**config.mk**
```make
export PLATFORM = sky130hd
export DESIGN_NAME = keypad_scanner_flat
export DESIGN_NICKNAME = d
export VERILOG_FILES = /design/src/rtl/keypad_pkg.sv /design/src/rtl/keypad_scanner_if.sv /design/src/rtl/keypad_scanner_sync_2ff.sv /design/src/rtl/keypad_scanner.sv /design/src/flat_wrapper.sv
export SDC_FILE = /design/constraint.sdc
export NUM_CORES = 1
export LEC_CHECK = 0
export BUFFER_PORTS_ARGS = -buffer_cell sky130_fd_sc_hd__buf_4
export CORE_UTILIZATION = 35
export DETAILED_ROUTE_END_ITERATION = 10
export GPL_TIMING_DRIVEN = 1
export PLACE_DENSITY_LB_ADDON = 0.12
export SLEW_MARGIN = 10
export SYNTH_ARGS = -nofsm -noshare
export SYNTH_HDL_FRONTEND = slang
export SYNTH_SLANG_ARGS = --single-unit
```
**constraint.sdc**
```tcl
create_clock -name clk -period 2.6 [get_ports clk]
set_input_delay 0.39 -clock clk [delete_from_list [all_inputs] [get_ports clk]]
set_output_delay 0.39 -clock clk [all_outputs]
set_load 0.01 [all_outputs]
```
**src/rtl/keypad_pkg.sv**
```systemverilog
// Shared types and helpers for the keypad scanner and debouncer.
package keypad_pkg;

    typedef enum logic {SCAN, LOCKED} scan_state_t;

    localparam int unsigned NUM_ROWS = 4;
    localparam int unsigned NUM_COLS = 4;

    // Isolates the least-significant set bit, which is the highest-priority row.
    function automatic logic [3:0] onehot_lowest(input logic [3:0] v);
        return v & (~v + 4'd1);
    endfunction

endpackage

```
**src/rtl/keypad_scanner_if.sv**
```systemverilog
// Keypad pin and index bundle; master is the scanner, slave is the pins/debouncer side.
interface keypad_scanner_if;
    import keypad_pkg::*;

    logic [NUM_ROWS-1:0] keypad_rows;
    logic [NUM_COLS-1:0] keypad_cols;
    logic                key_pressed;
    logic [NUM_ROWS-1:0] row_idx;
    logic [NUM_COLS-1:0] col_idx;

    modport master (
        input  keypad_rows,
        output keypad_cols, key_pressed, row_idx, col_idx
    );

    modport slave (
        output keypad_rows,
        input  keypad_cols, key_pressed, row_idx, col_idx
    );

endinterface

```
**src/rtl/keypad_scanner_sync_2ff.sv**
```systemverilog
// Parameterised-width two-flop synchronizer with asynchronous active-low reset.
module sync_2ff #(
    parameter int unsigned      WIDTH     = 4,
    parameter logic [WIDTH-1:0] RESET_VAL = '1
) (
    input  logic             clk,
    input  logic             rst_n,
    input  logic [WIDTH-1:0] d_i,
    output logic [WIDTH-1:0] q_o
);

    logic [WIDTH-1:0] meta_q;
    logic [WIDTH-1:0] sync_q;

    always_ff @(posedge clk or negedge rst_n) begin
        if (!rst_n) begin
            meta_q <= RESET_VAL;
            sync_q <= RESET_VAL;
        end else begin
            meta_q <= d_i;
            sync_q <= meta_q;
        end
    end

    assign q_o = sync_q;

endmodule

```
**src/rtl/keypad_scanner.sv**
```systemverilog
// 4x4 keypad column scanner that locks onto a pressed key and holds one-hot indices.
// Optional macro KEYPAD_GHOST_REJECT_EN: samples with more than one active row count as idle.
module keypad_scanner
    import keypad_pkg::*;
#(
    parameter int unsigned SCAN_DIV = 3000
) (
    input  logic              clk,
    input  logic              rst_n,
    keypad_scanner_if.master  kif
);

    localparam int unsigned CNT_W = $clog2(SCAN_DIV);

    scan_state_t         state_q, state_d;
    logic [CNT_W-1:0]    cnt_q, cnt_d;
    logic [1:0]          ptr_q, ptr_d, ptr_inc;
    logic [NUM_COLS-1:0] cols_q, cols_d;
    logic                kp_q, kp_d;
    logic [NUM_ROWS-1:0] row_q, row_d;
    logic [NUM_COLS-1:0] col_q, col_d;
    logic [NUM_ROWS-1:0] rows_sync, rows_act, rows_eff;
    logic                sample;

    sync_2ff #(.WIDTH(NUM_ROWS), .RESET_VAL(4'b1111)) u_sync (
        .clk   (clk),
        .rst_n (rst_n),
        .d_i   (kif.keypad_rows),
        .q_o   (rows_sync)
    );

    assign rows_act = ~rows_sync;

`ifdef KEYPAD_GHOST_REJECT_EN
    // Clearing the lowest set bit leaves something only when two or more rows are active.
    assign rows_eff = ((rows_act & (rows_act - 4'd1)) != '0) ? '0 : rows_act;
`else
    assign rows_eff = rows_act;
`endif

    assign sample  = (cnt_q == CNT_W'(SCAN_DIV - 1));
    assign cnt_d   = sample ? '0 : cnt_q + CNT_W'(1);
    assign ptr_inc = ptr_q + 2'd1;

    always_comb begin
        state_d = state_q;
        ptr_d   = ptr_q;
        cols_d  = cols_q;
        kp_d    = kp_q;
        row_d   = row_q;
        col_d   = col_q;
        if (sample) begin
            case (state_q)
                SCAN: begin
                    if (rows_eff == '0) begin
                        ptr_d  = ptr_inc;
                        cols_d = ~(4'b0001 << ptr_inc);
                    end else begin
                        state_d = LOCKED;
                        kp_d    = 1'b1;
                        row_d   = onehot_lowest(rows_eff);
                        col_d   = 4'b0001 << ptr_q;
                    end
                end
                LOCKED: begin
                    if ((rows_eff & row_q) != '0) begin
                        row_d = row_q;
                    end else if (rows_eff != '0) begin
                        row_d = onehot_lowest(rows_eff);
                    end else begin
                        state_d = SCAN;
                        kp_d    = 1'b0;
                        row_d   = '0;
                        col_d   = '0;
                        ptr_d   = ptr_inc;
                        cols_d  = ~(4'b0001 << ptr_inc);
                    end
                end
                default: state_d = SCAN;
            endcase
        end
    end

    always_ff @(posedge clk or negedge rst_n) begin
        if (!rst_n) begin
            state_q <= SCAN;
            cnt_q   <= '0;
            ptr_q   <= '0;
            cols_q  <= 4'b1110;
            kp_q    <= 1'b0;
            row_q   <= '0;
            col_q   <= '0;
        end else begin
            state_q <= state_d;
            cnt_q   <= cnt_d;
            ptr_q   <= ptr_d;
            cols_q  <= cols_d;
            kp_q    <= kp_d;
            row_q   <= row_d;
            col_q   <= col_d;
        end
    end

    assign kif.keypad_cols = cols_q;
    assign kif.key_pressed = kp_q;
    assign kif.row_idx     = row_q;
    assign kif.col_idx     = col_q;

endmodule

```
**src/flat_wrapper.sv**
```systemverilog
// flat-port wrapper written by rule: the top's interface ports become plain ports
module keypad_scanner_flat import keypad_pkg::*;
#(
    parameter int unsigned SCAN_DIV = 3000
)
  (clk, rst_n, kif_keypad_rows, kif_keypad_cols, kif_key_pressed, kif_row_idx, kif_col_idx);
  keypad_scanner_if kif_i ();
  input  logic clk;
  input  logic rst_n;
  input wire logic [$bits(kif_i.keypad_rows)-1:0] kif_keypad_rows;
  output wire logic [$bits(kif_i.keypad_cols)-1:0] kif_keypad_cols;
  output wire logic [$bits(kif_i.key_pressed)-1:0] kif_key_pressed;
  output wire logic [$bits(kif_i.row_idx)-1:0] kif_row_idx;
  output wire logic [$bits(kif_i.col_idx)-1:0] kif_col_idx;
  assign kif_i.keypad_rows = kif_keypad_rows;
  assign kif_keypad_cols = kif_i.keypad_cols;
  assign kif_key_pressed = kif_i.key_pressed;
  assign kif_row_idx = kif_i.row_idx;
  assign kif_col_idx = kif_i.col_idx;
  keypad_scanner #(.SCAN_DIV(SCAN_DIV)) u_core (.clk(clk), .rst_n(rst_n), .kif(kif_i));
endmodule
```
=== Word-level counts from Yosys, hierarchy flattened ===
Index checks and enable logic that the tools add are counted.
Widths: inputs -> output; s select.

* Muxes and demuxes: 25
* Bitwise logic cells: 6
* Reduce and logical (&&, ||, !) cells: 6
* Shift operators: 2
* Equality and inequality tests: 5
* Add/sub/neg operators: 3

{| class="wikitable"
|+ Operators by type and width
! operator !! count
|-
| $mux 4 || 9
|-
| $pmux 4 s2 || 3
|-
| $add 12x1->12 const B || 1
|-
| $eq 12x12->1 const B || 1
|-
| $mux 12 || 1
|-
| $not 4->4 || 3
|-
| $and 4x4->4 || 2
|-
| $reduce_and 4->1 || 2
|-
| $reduce_bool 4->1 || 2
|-
| $shl 1x2->4 const A || 2
|-
| $mux 1 || 6
|-
| $mux 2 || 3
|-
| $ne 2x2->1 const B || 3
|-
| $add 4x1->4 const B || 1
|-
| $logic_not 4->1 || 1
|-
| $pmux 1 s2 || 2
|-
| $pmux 2 s2 || 1
|-
| $reduce_and 3->1 || 1
|-
| $add 2x1->2 const B || 1
|-
| $ne 2x1->1 const B || 1
|-
| $not 1->1 || 1
|}

* Register bits after elaboration: 36
* Input port bits: 6

=== Logic depth before layout (Yosys ltp) ===
Gate-level depths: netlist of run 1.

* Depth after elaboration: 7
* Gate-level depth with buffers: 6

=== By module ===
Synthesis of run 1 repeated with hierarchy kept, for this count alone.

* Cells, all modules: 133
* Area total of the unflattened synthesis: 1607.8 µm²

{| class="wikitable"
|+ Modules (own cells, without submodules)
! module !! instances !! cells each !! area each (µm²)
|-
| keypad_scanner || 1 || 125 || 1397.6
|-
| sync_2ff || 1 || 8 || 210.2
|}

=== Worst setup path before layout of run 1 ===
Ideal clock, no wire load.

* Path type: reg-to-reg
* Start: register u_core.cnt_q[0]
* End: register u_core.ptr_q[1]
* Path buffers: 1
* Setup slack: 644 ps
* Cell stages (with the launch flop): 7
* Arrival: 1831 ps
* Setup time: 125 ps
* Data required time: 2475 ps
* Path through: dfrtp_1 ha_1 nand4bb_1 or3_1 buf_6 nor3_4 mux2_4

* Word-level cells in the longest chain between the ends: 2

{| class="wikitable"
|+ Ends and longest elaborated chain
! what !! line !! RTL
|-
| from (decl) || keypad_scanner.sv:16 || <nowiki>logic [CNT_W-1:0] cnt_q, cnt_d;</nowiki>
|-
| from (signal assigned) || keypad_scanner.sv:95 || <nowiki>cnt_q <= cnt_d;</nowiki>
|-
| $eq 12x12->1 || keypad_scanner.sv:41 || <nowiki>assign sample = (cnt_q == CNT_W'(SCAN_DIV - 1));</nowiki>
|-
| $reduce_and 4->1 (no line) || -- ||
|-
| to (signal assigned) || keypad_scanner.sv:96 || <nowiki>ptr_q <= ptr_d;</nowiki>
|-
| to (decl) || keypad_scanner.sv:17 || <nowiki>logic [1:0] ptr_q, ptr_d, ptr_inc;</nowiki>
|}

Every way passes these cells.
A chain may end at the register's enable or synchronous reset.

=== Final worst setup path of run 1 ===
Same ends and word-level chain as after synthesis.

==> metrics.csv, run 1 <==
metric,value,unit
Worst Setup SP,u_core.cnt_q[0]$_DFF_PN0_,
Final GP Congestion,0.746,
DR pass1 iterations,4,
Power Density,647,nW/um^2
busiest grt layer,met2,
overall global routing resource usage,0.144,
Pwr Total,0.00128,W
routing usage on met3,0.0346,
internal power,0.00106,W
Max Cap Viol,0,
post-CTS sizing,0,
synthesis-stage register bit count,36,
I/O Buffers,18,
drt drc,0,
multi-input logic area,639,sq um
Final TNS setup,0,ns
clk sinks,36,
Switching Share,0.174,
Post-CTS Hold Buffers,0,
initial antenna violation count,0,
average size of a mapped cell,11.4,sq um
RR Endpoint,u_core.ptr_q[1]$_DFFE_PN0P_,
Syn Nets,154,
Reg power frac,0.450,
Sw Pwr,0.000223,W
Yosys top cell area share,0.384,
Max Clk Rate,0.475,GHz
Final setup viols,0,
Root Buffer,clkbuf_8,
largest net degree at the start of global routing,37,
Initial Util,0.369,
Fin. Hold Viols,0,
design area,1980,sq um
Initial DRC Count,49,
share of layout cells above drive strength 1,0.275,
crit path kind,flip-flop to flip-flop,
vias per inst,5.13,
cells on worst reg2reg path,5,
die area,4930,sq um
synth top area cells,"dfrtp_1, dfstp_2, ha_1",
synth unique cells,34,
CTS tree,done,
status,finished clean,
"Seq/Total Area, Yosys",0.561,
Synth Warn #,0,
post-synth top area cell,dfrtp_1,
CP Data Arrival Time,2.29,ns
gr ovfl total,0,
CTS buffer count,5,
Vias,1124,
worst rel slew slack,0.554,
drt total wl,3.25,mm
register area,915,sq um
H-tree levels,2,
Post-Syn Area,1630,sq um
Routed wire per std cell,14.8,um
cells after synthesis,143,
Max Slew Vio Count,0,
# rows,24,
final setup margin,0.493,ns
VDD IR max,0.000382,V
crit path time final,2.11,ns
Worst Path Required,2.78,ns
Die Ht,70.2,um
clock share of power,0.534,
global routing usage on met1,0.204,
Nets,177,
number of global-route vias before repair,1191,
Clock Skew,0.00763,ns
post-placement setup slack,0.482,ns
reg2reg start,u_core.cnt_q[0]$_DFF_PN0_,
CP endpoint kind,flip-flop,
antenna-violating nets left,0,
area delta synth->final,21.6,%
Setup crit start kind,flip-flop,
first-pass GRT wire length,5.59,mm
core area,4410,sq um
Top Ports,19,
worst hold-check path type,input pin to async pin,
ant diodes,0,
unrepaired setup endpoints after global routing,false,
"Clk Latency, worst-skew pair",0.29,ns
clk slew on worst S/H paths,0.08,ns
Die Wd,70.2,um
dpl hpwl,2.21,mm
combinational power share,0.016,
"reg-to-reg slack, setup",0.49,ns
fill count,423,
end of the critical path,u_core.ptr_q[1]$_DFFE_PN0P_,
Worst Tran Pin Value,0.662,ns
worst-path maximum fanout,7,
final worst path period share,0.810,
Placed Area,1820,sq um
Max Root-Sink Buffers,2,
met2 Usage GRT,0.214,
"Setup Fix Bufs, Post-CTS",0,
Leak,0.857,nW
## worst max-delay path, stage by stage (launching register included)
cell	delay, ns
dfrtp_1	0.39
ha_1	0.22
nand4bb_1	0.15
or3_1	0.45
nor3_4	0.46
mux2_4	0.33
## layout make-up
| type | count | share of cell area |
|---|---|---|
| multi-input cells | 89 | 0.323 |
| clock inverters | 3 | 0.0455 |
| flip-flops and latches | 36 | 0.462 |
| inverters | 14 | 0.0265 |
| repair buffers | 20 | 0.0758 |
| clock buffers | 5 | 0.0347 |
| well taps | 52 | 0.0328 |
## power by group through the flow
stage	sequential (W)	combinational [W]	clock (W)
after floorplan	0.000585	0.00000359	0
after global placement	0.000586	0.0000214	0
after detailed placement	0.000587	0.0000222	0
after CTS	0.000576	0.0000221	0.000695
after global routing	0.000578	0.0000248	0.000714
final	0.000576	0.0000210	0.000684
## worst min path at each step
stage / from / end / slack, ns / cells past startpoint
2_1_floorplan: rst_n / u_core.cnt_q[0]$_DFF_PN0_ / 0.09 / 0
3_3_place_gp: u_core.u_sync.meta_q[1]$_DFF_PN1_ / u_core.u_sync.q_o[1]$_DFF_PN1_ / 0.35 / 0
3_5_place_dp: u_core.u_sync.meta_q[2]$_DFF_PN1_ / u_core.u_sync.q_o[2]$_DFF_PN1_ / 0.35 / 0
4_1_cts: rst_n / u_core.cnt_q[9]$_DFF_PN0_ / 0.07 / 1
5_1_grt: rst_n / u_core.cnt_q[9]$_DFF_PN0_ / 0.09 / 1
6_report: rst_n / u_core.cnt_q[9]$_DFF_PN0_ / 0.05 / 1
## stage by stage
step,hold slack (ns),instances,util
global route,0.0869,219,0.449
global placement,0.346,211,0.413
floorplan,0.0944,143,-
finish,0.0496,219,0.449
CTS,0.0652,219,0.449
detailed placement,0.347,211,0.413
## routing by layer
layer	up-vias	routed length (um)
met3	7	124
met5	-	0
met1	546	1580
met4	0	43
li1	539	-
met2	32	1500
## Yosys cell counts
cell type,instances
dfrtp_1,25
nor2_1,15
inv_1,14
dfstp_2,11
nor3_1,6
xnor2_1,6
ha_1,5
nand3_1,5
nor2b_1,5
a21oi_1,4
a41oi_1,4
mux2i_1,4
nand2_1,4
o2bb2ai_1,4
o31ai_1,4
clkbuf_1,3
o21ai_0,3
xor2_1,3
nand4_1,2
or3_1,2
and2_2,1
buf_6,1
mux2_1,1
mux2_2,1
mux2_4,1
nand3_2,1
nand4b_1,1
nand4bb_1,1
nor3_4,1
nor3b_1,1
nor4_1,1
o41a_1,1
o41ai_2,1
or3_2,1
## state kept, by name, indices dropped and copies added, names as in the netlist
name / count
u_core.kif.key_pressed: 1
u_core.cnt_q: 12
u_core.kif.row_idx: 4
u_core.state_q: 1
u_core.ptr_q: 2
u_core.u_sync.meta_q: 4
u_core.u_sync.q_o: 4
u_core.kif.col_idx: 4
u_core.kif.keypad_cols: 4
## cell usage in the layout, fill, tap and decap left out, types with 2 or more instances in the layout
cell type,synthesis,final
nand3_1,5,5
nor3_1,6,6
buf_4,0,20
nand4_1,2,2
o31ai_1,4,4
dfstp_2,11,11
bufinv_16,0,3
a41oi_1,4,4
a21oi_1,4,4
clkbuf_8,0,5
ha_1,5,5
or3_1,2,2
xor2_1,3,3
o2bb2ai_1,4,4
nor2b_1,5,5
mux2i_1,4,4
inv_1,14,14
nand2_1,4,4
nor2_1,15,15
xnor2_1,6,6
o21ai_0,3,3
dfrtp_1,25,25
## cells by family (layout without fill, tap and decap cells)
| logic type | after synthesis | after routing | share of synthesized area |
|---|---|---|---|
| AND/OR/NAND/NOR | 47 | 47 | 0.158 |
| adder cells (fa/ha/maj) | 5 | 5 | 0.0384 |
| buffers and inverters | 18 | 42 | 0.0461 |
| multiplexers | 7 | 7 | 0.0476 |
| flip-flops | 36 | 36 | 0.561 |
| XOR/XNOR | 9 | 9 | 0.0484 |
| AO/OA/AOI/OAI | 21 | 21 | 0.0998 |
(Power assumes the default switching activity.)
==> inputs of run 2 (changes only) <==
Settings changed: ABC_AREA set to 1.
Clock period 2.6 ns to 2.2 ns, I/O delays scaled along.
==> run 2 against run 1 <==
Against the previous run: critical path depth up 3; routed wire length grew 1.7%; combinational power grew 46%; clock skew is essentially flat; via count up 17%; the flow now finishes with violations (negative hold slack); hold slack lost 0.059 ns; utilization is 0.84 points lower; sequential power is 18% higher.
==> metrics.csv, run 2 <==
metric,value,unit,change
Simple-Gate Fraction of Synth Area,0.346,,+0.188
Critical Path Max Stage Delay,0.56,ns,+0.10 ns
reg2reg start,u_core.u_sync.q_o[1]$_DFF_PN1_,,
"reg-to-reg slack, setup",0.74,ns,+0.25 ns
RR Endpoint,u_core.kif.keypad_cols[0]$_DFFE_PN0P_,,
average size of a mapped cell,8.84,sq um,-22%
Worst Setup SP,u_core.u_sync.q_o[1]$_DFF_PN1_,,
largest family of logic cells by synthesized area,simple AND/OR/NAND/NOR gates,,
Leak,1.07,nW,+24%
Post-synth top cells,"nand2_1, inv_1, dfrtp_1",,
worst-path maximum fanout,7,,unchanged
dpl hpwl,2.41,mm,+8.9%
clk slew on worst S/H paths,0.07,ns,about the same
Nets,239,,+35%
"commonest non-fill, non-tap cells in the layout","nand2_1, inv_1, dfrtp_1",,
overall global routing resource usage,0.141,,-0.00304
Initial DRC Count,47,,-4.1%
Synth Area in Adders,0.0349,,-0.00353
Max Clk Rate,0.686,GHz,+45%
"Setup Fix Bufs, Post-CTS",0,,unchanged
crit path time final,1.46,ns,-0.649 ns
Final GP Congestion,0.773,,+3.6%
worst-path cell chain,"nand2_2, nor2_4, inv_4, nor2_2, inv_2, nand2_4, nand3_1, nand2_1",,
clk sinks,36,,unchanged
Worst Path Buf+Inv,2,,+2
antenna-violating nets left,0,,unchanged
Clock Skew,0.00784,ns,+0.000218 ns
Vias,1319,,+17%
multiplexer area fraction after synthesis,0,,-0.0476
Final setup viols,0,,unchanged
Yosys top cell area share,0.349,,-0.0353
status,"complete, but fails checks",,
Root Buffer,clkbuf_8,,
worst hold-check path type,input pin to async pin,,
violated checks,negative hold slack,,
share of layout cells above drive strength 1,0.262,,-0.0134
CP top delay family,simple AND/OR/NAND/NOR gates,,
Power Density,601,nW/um^2,-7.1%
die area,5420,sq um,+9.8%
Routed wire per std cell,11.2,um,-25%
initial antenna violation count,0,,unchanged
area share of xor/xnor cells in the synthesized design,0.00976,,-0.0386
cells on worst reg2reg path,8,,+3
final worst path period share,0.662,,-0.148
post-CTS sizing,0,,unchanged
Synth Warn #,0,,unchanged
Placed Area,2010,sq um,+11%
compound-cell area share of the yosys netlist,0.0328,,-0.0671
crit path kind,flip-flop to flip-flop,,
H-tree levels,2,,unchanged
Final TNS setup,0,ns,unchanged
CTS buffer count,5,,unchanged
post-synth top area cell,dfrtp_1,,
vias per inst,4.46,,-13%
number of global-route vias before repair,1242,,+4.3%
Initial Util,0.372,,+0.00342
Top reg by flops,u_core.cnt_q,,
fin util,0.440,,-0.00844
Post-Syn Area,1790,sq um,+10%
Top Ports,19,,unchanged
Largest register FFs,12,,unchanged
synthesis-stage register bit count,36,,unchanged
"Async S/R FF share, synth",1.00,,unchanged
Fin. Hold Viols,13,,+13
Die Wd,73.6,um,+4.8%
Max Root-Sink Buffers,2,,unchanged
largest net degree at the start of global routing,37,,unchanged
Setup crit start kind,flip-flop,,
most common cell in the netlist,nand2_1,,
gr ovfl total,0,,unchanged
# rows,25,,+4.2%
drt total wl,3.31,mm,+1.7%
VDD IR max,0.000359,V,-5.9%
Pwr Total,0.00127,W,-0.53%
first-pass GRT wire length,5.69,mm,+1.7%
core area,4820,sq um,+9.1%
CTS tree,done,,
DR pass1 iterations,4,,unchanged
Syn Nets,214,,+39%
synth unique cells,28,,-18%
Post-CTS Hold Buffers,0,,unchanged
"Seq/Total Area, Yosys",0.510,,-0.0517
CP endpoint kind,flip-flop,,
CP Data Arrival Time,1.67,ns,-0.62 ns
Max Slew Vio Count,0,,unchanged
ant diodes,0,,unchanged
Post-synth EDFFs,0,,unchanged
Worst Tran Pin Value,0.452,ns,-0.210 ns
unrepaired setup endpoints after global routing,false,,
design area,2120,sq um,+7.1%
I/O Buffers,18,,unchanged
"most common cell after layout, fill and taps aside",nand2_1,,
Worst Hold Margin,-0.00936,ns,-0.0589 ns
"Clk Latency, worst-skew pair",0.28,ns,about the same
synth top area cells,"dfrtp_1, dfstp_2, nand2_1",,
worst rel slew slack,0.699,,+0.145
top_reg_cell synth,dfrtp_1,,
Max Cap Viol,0,,unchanged
area delta synth->final,18.2,%,
Crit-path slowest cell,dfstp_2,,
Worst Path Required,2.42,ns,-0.36 ns
Die Ht,73.6,um,+4.8%
drt drc,0,,unchanged
cells after synthesis,203,,+42%
## run 2: changes by cell type in the layout (fill, tap and decap cells not counted), moves of 5 or more
| cell | delta |
|---|---|
| inv_1 | +12 |
| nor2_2 | +5 |
| xnor2_1 | -6 |
| nor2b_1 | -5 |
| nand3_1 | +16 |
| nand2_1 | +53 |
## run 2: worst max-delay path by stage
stage	to	slack (ns)	depth (start not counted)
finish	u_core.kif.keypad_cols[0]$_DFFE_PN0P_	0.74	8
global route	u_core.cnt_q[10]$_DFF_PN0_	0.60	7
floorplan	u_core.kif.keypad_cols[0]$_DFFE_PN0P_	0.90	8
global placement	u_core.cnt_q[6]$_DFF_PN0_	0.77	6
detailed placement	u_core.cnt_q[6]$_DFF_PN0_	0.73	6
CTS	u_core.kif.keypad_cols[0]$_DFFE_PN0P_	0.72	8
## run 2: metrics by stage
stage / setup slack, ns / cells
2_1_floorplan: 0.903 / 203
3_3_place_gp: 0.771 / 288
3_5_place_dp: 0.729 / 288
4_1_cts: 0.724 / 296
5_1_grt: 0.600 / 296
6_report: 0.743 / 296
## run 2: logic make-up after synthesis
| logic type | count (synthesis) |
|---|---|
| xor gates and xnor gates | 2 |
| adders and majority gates | 5 |
| DFF | 36 |
| and+or+nand+nor | 120 |
| AOI/OAI and AO/OA | 9 |
| buffers and inverters | 31 |
## run 2: per-layer routing
metal,GRT usage,routed length (um)
met1,0.186,1610
met2,0.219,1540
met3,0.0425,114
met4,0.0513,48
met5,0,0
## run 2: final cells by class
class / instances / area, sq um
timing repair buffer: 18 / 135
sequential: 36 / 915
clock inverter: 2 / 35.0
fill: 513 / 2700
multi-input combinational: 136 / 759
clock buffer: 6 / 72.6
tap: 67 / 83.8
inverter: 31 / 120
## run 2: worst reg2reg max path, delay by kind of cell, from the launching register on
family	cells	cell delay (ns)
simple gates	6	0.68
buf+inv	2	0.17
flops	1	0.56
## run 2: report_power, final
| part | internal [W] | switching [W] | total (W) |
|---|---|---|---|
| Clock | 0.000336 | 0.000228 | 0.000564 |
| Sequential | 0.000675 | 0.00000398 | 0.000679 |
| Combinational | 0.00000889 | 0.0000218 | 0.0000307 |
==> inputs of run 3 (changes only) <==
Settings changed: ABC_AREA 1 to 0.
Clock period 2.2 ns to 1.2 ns, I/O delays scaled along.
==> run 3 against run 2 <==
Against the previous run: the flow finishes with violations (negative setup slack); hold slack improved by 0.37 ns; clock power rose by 84%; sequential cell count did not move; setup slack got worse by 1.4 ns; combinational power rose to 2.9 times the previous value; design area rose by 26%; largest cell class is now multi-input gates; highest routed layer unchanged.
==> metrics.csv, run 3 (synthesized netlist as in run 1, its figures left out) <==
metric,value,unit,change
status,"complete, but fails checks",,
violated checks,negative setup slack,,
Nets,231,,-3.3%
Worst Tran Pin Value,0.450,ns,-0.00157 ns
ant diodes,0,,unchanged
"Clk Latency, worst-skew pair",0.29,ns,about the same
worst hold-check path type,flip-flop to flip-flop,,
Root Buffer,clkbuf_8,,
clk slew on worst S/H paths,0.07,ns,about the same
Power Density,888,nW/um^2,+48%
register area,915,sq um,unchanged
reg2reg start,u_core.u_sync.q_o[0]$_DFF_PN1_,,
antenna-violating nets left,0,,unchanged
worst rel slew slack,0.700,,+0.00104
"most common cell after layout, fill and taps aside",buf_4,,
Routed wire per std cell,14.5,um,+30%
Final setup viols,25,,+25
multi-input logic area,918,sq um,+21%
hold path startpoint,u_core.u_sync.meta_q[0]$_DFF_PN1_,,
core area,4410,sq um,-8.4%
Die Wd,70.2,um,-4.6%
Initial Util,0.369,,-0.00342
largest net degree at the start of global routing,37,,unchanged
Max Slew Vio Count,0,,unchanged
die area,4930,sq um,-9.0%
Top Ports,19,,unchanged
Final TNS setup,-12.19,ns,-12.19 ns
final setup margin,-0.679,ns,-1.42 ns
initial antenna violation count,0,,unchanged
post-placement setup slack,-0.751,ns,-1.48 ns
Vias,1340,,+1.6%
DR pass1 iterations,4,,unchanged
fill count,365,,-29%
CTS buffer count,5,,unchanged
area delta synth->final,64.4,%,
CP Data Arrival Time,2.09,ns,+0.42 ns
crit path time final,1.88,ns,+0.422 ns
first-pass GRT wire length,6.47,mm,+14%
I/O Buffers,18,,unchanged
drt drc,0,,unchanged
"reg-to-reg slack, setup",-0.68,ns,-1.42 ns
gr ovfl total,0,,unchanged
"commonest non-fill, non-tap cells in the layout","buf_4, dfrtp_1, inv_1",,
Initial DRC Count,39,,-17%
crit path kind,flip-flop to flip-flop,,
clk sinks,36,,unchanged
Setup crit start kind,flip-flop,,
Worst Path Required,1.41,ns,-1.01 ns
share of layout cells above drive strength 1,0.593,,+0.331
Max Root-Sink Buffers,2,,unchanged
vias per inst,4.91,,+10%
number of global-route vias before repair,1420,,+14%
H-tree levels,2,,unchanged
VDD IR max,0.000802,V,+120%
CP endpoint kind,flip-flop,,
Top reg by flops,u_core.cnt_q,,
Worst Hold Margin,0.358,ns,+0.367 ns
Die Ht,70.2,um,-4.6%
overall global routing resource usage,0.172,,+0.0309
Leak,1.19,nW,+12%
Max Clk Rate,0.532,GHz,-22%
Final GP Congestion,0.784,,+1.4%
dpl hpwl,2.58,mm,+7.1%
Clock Skew,0.00498,ns,-0.00287 ns
unrepaired setup endpoints after global routing,true,,
CTS tree,done,,
final worst path period share,1.57,,+0.904
drt total wl,3.95,mm,+19%
Fin. Hold Viols,0,,-13
worst-path maximum fanout,5,,-2
Worst Setup SP,u_core.u_sync.q_o[0]$_DFF_PN1_,,
Max Cap Viol,0,,unchanged
Largest register FFs,12,,unchanged
# rows,24,,-4.0%
[run 3: cell types whose count changed in the layout (fill, tap and decap cells not counted), moves of 5 or more]
cell	change
nand2_1	-54
buf_4	+39
nand3_1	-18
inv_1	-12
buf_6	+10
nor2_1	-8
dlygate4sd3_1	+5
xnor2_1	+5
[run 3: cell type report]
class | instances | area share
Multi-Input combinational cell | 89 | 0.343
Sequential cell | 36 | 0.341
Timing Repair Buffer | 74 | 0.232
Clock buffer | 6 | 0.0271
Tap cell | 52 | 0.0243
Inverter | 14 | 0.0196
Clock inverter | 2 | 0.0131
[run 3: what timing repair did]
action | 4_1_cts | 5_1_grt
gates resized for setup | 38 | 28
setup buffers | 3 | 8
hold buffers | 5 | 0
hold endpoints to repair | 29 | 0
pin swaps | 16 | 13
setup endpoints to repair | 27 | 27
gates cloned | 1 | 0
[run 3: critical path, stage by stage (launching register included)]
cell,delay (ns)
dfstp_2,0.57
nor2b_2,0.06
o41a_1,0.45
buf_6,0.15
nor3_4,0.18
buf_6,0.17
mux2i_2,0.22
[run 3: where the power goes]
part	internal (W)	switching, W
clock network	0.000616	0.000425
logic	0.0000445	0.0000460
registers	0.00124	0.00000932
[run 3: worst paths after layout]
check	endpoint	cells past startpoint
worst min-delay path	u_core.u_sync.q_o[0]$_DFF_PN1_	0
worst min register to register	u_core.u_sync.q_o[0]$_DFF_PN1_	0
worst max-delay path	u_core.kif.keypad_cols[2]$_DFFE_PN1P_	6
min in group asynchronous	u_core.cnt_q[9]$_DFF_PN0_	2
max in group asynchronous	u_core.u_sync.meta_q[2]$_DFF_PN1_	2
worst max register to register	u_core.kif.keypad_cols[2]$_DFFE_PN1P_	6
[run 3: routing by layer]
metal,GRT usage,wire length (um),up-vias
met5,0,0,-
met1,0.210,1740,669
met2,0.279,2000,22
met4,0.0867,68,0
met3,0.0462,145,6
li1,-,-,643
[run 3: through the flow]
step / util / cell area (sq um) / instances / power, W
3_3_place_gp: 0.482 / 2130 / 250 / 0.00132
5_1_grt: 0.607 / 2680 / 273 / 0.00247
2_1_floorplan: - / 1640 / 143 / 0.00128
6_report: 0.607 / 2680 / 273 / 0.00238
3_5_place_dp: 0.482 / 2130 / 250 / 0.00133
4_1_cts: 0.564 / 2490 / 267 / 0.00240
